File: src/rtl/rob_commit.sv
// Retire end of the reorder buffer: tracks CDB completion per entry, retires the
// head in program order, drives the regbank write and flushes on a mispredicted branch.
module rob_commit #(
    parameter int DEPTH  = 8,
    parameter int TAG_W  = 3,
    parameter int DATA_W = 16,
    parameter int REG_W  = 4
) (
    input  logic              clk1,
    input  logic              rst_n,
    input  logic              alloc_valid,
    input  logic [3:0]        alloc_func,
    input  logic [REG_W-1:0]  alloc_rd,
    output logic              alloc_ready,
    output logic [TAG_W-1:0]  alloc_tag,
    input  logic              cdb_valid,
    input  logic [TAG_W-1:0]  cdb_tag,
    input  logic [DATA_W-1:0] cdb_data,
    input  logic              cdb_mispred,
    output logic              commit_valid,
    output logic              commit_we,
    output logic [REG_W-1:0]  commit_rd,
    output logic [DATA_W-1:0] commit_data,
    output logic [TAG_W-1:0]  commit_tag,
    output logic              flush,
    output logic [TAG_W:0]    rob_count
);

    typedef enum logic [0:0] {RUN = 1'b0, FLUSH = 1'b1} state_t;

    localparam logic [3:0]     BRANCH_C = 4'b0100;
    localparam logic [TAG_W:0] DEPTH_C  = (TAG_W+1)'(DEPTH);

    state_t              state_r, state_nxt_s;
    logic [TAG_W-1:0]    head_r, tail_r;
    logic [TAG_W:0]      count_r;
    logic [DEPTH-1:0]    valid_r, done_r, mispred_r;
    logic [3:0]          func_r [DEPTH];
    logic [REG_W-1:0]    rd_r   [DEPTH];
    logic [DATA_W-1:0]   data_r [DEPTH];

    logic run_s, alloc_acc_s, commit_s, flush_s, cdb_upd_s;

    assign alloc_tag = tail_r;
    assign rob_count = count_r;

    // State register
    always_ff @(posedge clk1 or negedge rst_n) begin
        if (!rst_n) begin
            state_r <= RUN;
        end else begin
            state_r <= state_nxt_s;
        end
    end

    // Next-state: a retiring mispredicted branch costs exactly one FLUSH cycle
    always_comb begin
        state_nxt_s = state_r;
        case (state_r)
            RUN:     state_nxt_s = flush_s ? FLUSH : RUN;
            FLUSH:   state_nxt_s = RUN;
            default: state_nxt_s = RUN;
        endcase
    end

    // Control decodes from registered state; alloc_ready ignores a same-cycle commit
    always_comb begin
        run_s       = (state_r == RUN);
        alloc_ready = run_s && (count_r < DEPTH_C);
        alloc_acc_s = alloc_valid && alloc_ready;
        commit_s    = run_s && (count_r != {(TAG_W+1){1'b0}}) && done_r[head_r];
        flush_s     = commit_s && (func_r[head_r] == BRANCH_C) && mispred_r[head_r];
        cdb_upd_s   = run_s && cdb_valid && valid_r[cdb_tag] && !done_r[cdb_tag]
                      && !(alloc_acc_s && (tail_r == cdb_tag));
    end

    // Entry storage: allocation, CDB completion, retire and flush
    always_ff @(posedge clk1 or negedge rst_n) begin
        if (!rst_n) begin
            valid_r   <= {DEPTH{1'b0}};
            done_r    <= {DEPTH{1'b0}};
            mispred_r <= {DEPTH{1'b0}};
            for (int i = 0; i < DEPTH; i++) begin
                func_r[i] <= 4'b0000;
                rd_r[i]   <= {REG_W{1'b0}};
                data_r[i] <= {DATA_W{1'b0}};
            end
        end else if (flush_s) begin
            valid_r   <= {DEPTH{1'b0}};
            done_r    <= {DEPTH{1'b0}};
            mispred_r <= {DEPTH{1'b0}};
        end else begin
            if (commit_s) begin
                valid_r[head_r] <= 1'b0;
            end
            if (cdb_upd_s) begin
                done_r[cdb_tag]    <= 1'b1;
                data_r[cdb_tag]    <= cdb_data;
                mispred_r[cdb_tag] <= cdb_mispred;
            end
            if (alloc_acc_s) begin
                valid_r[tail_r]   <= 1'b1;
                done_r[tail_r]    <= 1'b0;
                mispred_r[tail_r] <= 1'b0;
                func_r[tail_r]    <= alloc_func;
                rd_r[tail_r]      <= alloc_rd;
            end
        end
    end

    // Pointers and occupancy; a flush discards any same-edge allocation
    always_ff @(posedge clk1 or negedge rst_n) begin
        if (!rst_n) begin
            head_r  <= {TAG_W{1'b0}};
            tail_r  <= {TAG_W{1'b0}};
            count_r <= {(TAG_W+1){1'b0}};
        end else if (flush_s) begin
            head_r  <= {TAG_W{1'b0}};
            tail_r  <= {TAG_W{1'b0}};
            count_r <= {(TAG_W+1){1'b0}};
        end else begin
            head_r  <= commit_s    ? head_r + TAG_W'(1) : head_r;
            tail_r  <= alloc_acc_s ? tail_r + TAG_W'(1) : tail_r;
            count_r <= count_r + {{TAG_W{1'b0}}, alloc_acc_s} - {{TAG_W{1'b0}}, commit_s};
        end
    end

    // Registered retire outputs; rd/data/tag hold their last retired values
    always_ff @(posedge clk1 or negedge rst_n) begin
        if (!rst_n) begin
            commit_valid <= 1'b0;
            commit_we    <= 1'b0;
            commit_rd    <= {REG_W{1'b0}};
            commit_data  <= {DATA_W{1'b0}};
            commit_tag   <= {TAG_W{1'b0}};
            flush        <= 1'b0;
        end else begin
            commit_valid <= commit_s;
            commit_we    <= commit_s && (func_r[head_r] != BRANCH_C);
            flush        <= flush_s;
            if (commit_s) begin
                commit_rd   <= rd_r[head_r];
                commit_data <= data_r[head_r];
                commit_tag  <= head_r;
            end else begin
                commit_rd   <= commit_rd;
                commit_data <= commit_data;
                commit_tag  <= commit_tag;
            end
        end
    end

endmodule

File: config.mk
export PLATFORM = sky130hd
export DESIGN_NAME = rob_commit
export DESIGN_NICKNAME = d
export VERILOG_FILES = /design/src/rtl/rob_commit.sv
export SDC_FILE = /design/constraint.sdc
export NUM_CORES = 1
export LEC_CHECK = 0
export ABC_CLOCK_PERIOD_IN_PS = 3750
export CAP_MARGIN = 20
export CORE_AREA = 8 8 136 164
export DETAILED_ROUTE_END_ITERATION = 6
export DIE_AREA = 0 0 144 172
export PLACE_DENSITY = 0.79
export SETUP_SLACK_MARGIN = 0.05
export SYNTH_ARGS = -nofsm -noshare
export SYNTH_HDL_FRONTEND = slang
export SYNTH_SLANG_ARGS = --single-unit
File: constraint.sdc
create_clock -name clk1 -period 3.75 [get_ports clk1]
set_clock_uncertainty 0.05 [all_clocks]
set_input_delay 0.375 -clock clk1 [delete_from_list [all_inputs] [get_ports clk1]]
set_output_delay 0.375 -clock clk1 [all_outputs]
set_load 0.005 [all_outputs]
==> metrics.md <==
| Metric | Value |
|---|---|
| Status | finished clean |
| Final ANT Viol Nets | 0 |
| Post-Synthesis Cell Area | between 0.01 and 0.015 sq mm |
| Post-Route WL | about 26 mm |
| RSZ-0062 raised after global routing | false |
| Grt ovf | 0 |
| Worst-skew pair later-pin latency | 0.53 ns |
| Max Transition Viols Final | 0 |
| Die height | approximately 170 microns |
| Final instance area | approximately 0.014 sq mm |
| Kind of critical path | register to register |
| Starting density of the core | between 50% and 60% |
| Worst path arrival time | between 3 and 4 ns |
| Starting DRT DRC Count | between 300 and 400 |
| Clock Root Buffer | clkbuf_16 |
| Period utilization | 84.0% |
| H-Tree Depth | 1 |
| CTS tree | done |
| Crit path required time | 4.11 ns |
| Final HPWL DP | around 17 mm |
| Flop pwr share | 39.0% |
| Fmax | between 300 and 400 MHz |
| Synth async-reset ratio | 100% |
| Register area share after synthesis | a little over half |
| Clock sink count | between 200 and 300 |
| FF/Latch Area | 0.00634 sq mm |
| Multi-input logic area | between 0.004 and 0.005 sq mm |
| Post-layout min period | around 3.1 ns |
| TNS Setup | 0 ns |
| Most common cell after layout, fill and taps aside | dfrtp_1 |
| Layout cells sized above 1 | 37.4% |
| Post-synth top area cell | dfrtp_1 |
| Simple-Gate Fraction of Synth Area | under 10% |
| Slew margin rel. | between 20 and 30% |
| Netlist cell types | 51 |
| Syn Nets | roughly 850 |
| Synth warn | 0 |
| DRC errors left | 0 |
| Endpoint type of the worst setup path | register |
| Post-CTS Setup Bufs | 0 |
| Worst hold path type | input pin to async pin |
| Sw Ratio | 32.5% |
| Num CTS Buffers | 26 |
| Vias per inst | around 6 |
| Yosys reg bits | 253 |
| Clock Power Share | between 20% and 30% |
| Layout overhead on the synthesized area | 16.5% |
| I/O Buffers | 65 |
| # diodes | 0 |
| Most frequent cells in the layout | 250 x dfrtp_1, 179 x mux2_2, 64 x clkdlybuf4s50_1 |
| Gpl congestion | between 0.9 and 1 |
| Die area | between 0.02 and 0.025 sq mm |
| Synth Area in Adders | less than 1% |
| Avg Inst Size Synth | roughly 14 sq um |
| Hold-fix buffers at CTS | 1 |
| DR vias | just under 7,000 |
| Combinational power share | a little under two fifths |
| CP max FO | 23 |
| P per Cell Area | 948 mW/mm^2 |
| Layout Utilization | roughly two thirds |
| Initial antenna violation count | 0 |
| Gr usage total | between 20 and 25% |
| Post-synthesis mux area share | a little under a third |
| Placed Instance Area | between 0.01 and 0.015 sq mm |
| # IOs | 66 |
| Ranking of synthesized cells by area | dfrtp_1 55%, mux2_2 17%, mux4_2 8.7% |
| Fillers | around 1,300 |
| Nets@finish | between 900 and 1,000 |
| Net Sw Power | roughly 4.2 mW |
| Final hold violation count | 0 |
| Critical Path Source Type | register |
| Post-synth top area share | between 50% and 60% |
| Synthesized instance count | 805 |
| First-pass GRT wire length | ~42 mm |
| DRT Pass-1 Iters | 6 |
| Int Pwr | ~8.6 mW |
| Die W | about 140 microns |
| Worst-Margin Slew | ~1.1 ns |
| Largest family of logic cells by synthesized area | multiplexers |
| CTS Buffer Depth | 3 |
| Xor and xnor area share after synthesis | less than 1% |
| Max IR drop VDD | around 760 uV |
| Post-synth EDFFs | 0 |
| Number of setup violations in the final report | 0 |
| FP Rows | 57 |
| Compound-gate portion of the synthesized area | 5.10% |
| WL per Instance | between 20 and 25 microns |
| Reg2reg path depth | 7 |
| Core Region | a little under 0.02 sq mm |
| Maxcap violations | 0 |
| Largest net degree at the start of global routing | roughly 120 |
| Vias in the first global route | slightly below 8,000 |
| Clock transition at the registers of the reported paths | 0.06 ns |
| Hold WS | around 0.4 ns |
| Top FF cell, synth | dfrtp_1 |
| Post-CTS sizing | 0 |
| P_leak | a little under 6 nW |
==> synthesized netlist by cell type, drive strengths merged, types with 3 or more instances <==
master and n:
dfrtp 253, mux2 199, nor2 47, mux4 45, buf 32, a21oi 30, nand2 30, o21ai 28
nor3 23, mux2i 22, inv 18, clkbuf 10, a31oi 7, ha 7, nor2b 5, nor4 5
xnor2 5, nand4 4, o211a 4, xor2 3
==> stage by stage <==
step                power (mW)  cells  worst slack (ns)
finish                    12.8   1164             0.600
global route              13.6   1164             0.446
CTS                       12.9   1163             0.539
detailed placement        9.91   1114             0.484
global placement          9.58   1114             0.500
floorplan                 8.33    805             0.719
==> kinds of logic (layout without fill, tap and decap cells) <==
| kind of cell | after synthesis | after routing |
|---|---|---|
| buf+inv | 60 | 154 |
| xor+xnor | 8 | 8 |
| fa+ha+maj | 8 | 8 |
| flops | 253 | 253 |
| simple gates | 131 | 131 |
| compound gates | 79 | 79 |
| mux | 266 | 266 |
==> registers in the layout, summed over array words and instances, names as in the netlist, 8 cells and up <==
name	cells
valid_r	8
rd_r	32
commit_data	16
mispred_r	8
func_r	32
data_r	128
done_r	8
==> per-layer routing <==
| layer | track usage (%) | up-vias | part of all wire, % |
|---|---|---|---|
| met5 | 0 | - | 0 |
| met4 | 7.24 | 0 | 2.8 |
| met3 | 3.51 | 54 | 5.0 |
| met2 | 37.8 | 176 | 52 |
| met1 | 26.8 | 3644 | 40 |
| li1 | - | 3090 | - |
==> worst max-delay path, cell delays in order, from the launching register on <==
cell and delay, ns:
dfrtp_4 0.61, mux2_2 0.28, mux4_2 0.24, nand2_2 0.05, or3_1 0.49, buf_4 0.22
o21ai_4 0.65, mux2_2 0.41
==> power groups by stage <==
stage,clock network (mW),logic [mW],registers [mW]
floorplan,0,3.71,4.63
global placement,0,4.68,4.89
detailed placement,0,4.90,5.01
CTS,2.99,4.95,4.98
global route,3.10,5.32,5.14
finish,2.95,4.88,4.99
==> final timing paths <==
kind / start / end / slack [ns]
setup / recovery: head_r[0] / data_r[100] / 0.60
hold / removal: rst_n / rob_count[1] / 0.40
setup reg to reg: head_r[0] / data_r[100] / 0.60
hold reg to reg: data_r[25] / data_r[25] / 0.45
max in group asynchronous: rst_n / data_r[22] / 2.20
min in group clk1: data_r[25] / data_r[25] / 0.45
==> layout make-up <==
cell class,instances,share of cell area (%)
clock buffer,33,5.46
sequential,253,46.9
multi-input combinational,492,36.5
clock inverter,15,1.92
inverter,18,0.500
tap,265,2.45
timing repair buffer,88,6.27
Note: power is estimated with default switching activity, not from simulation.
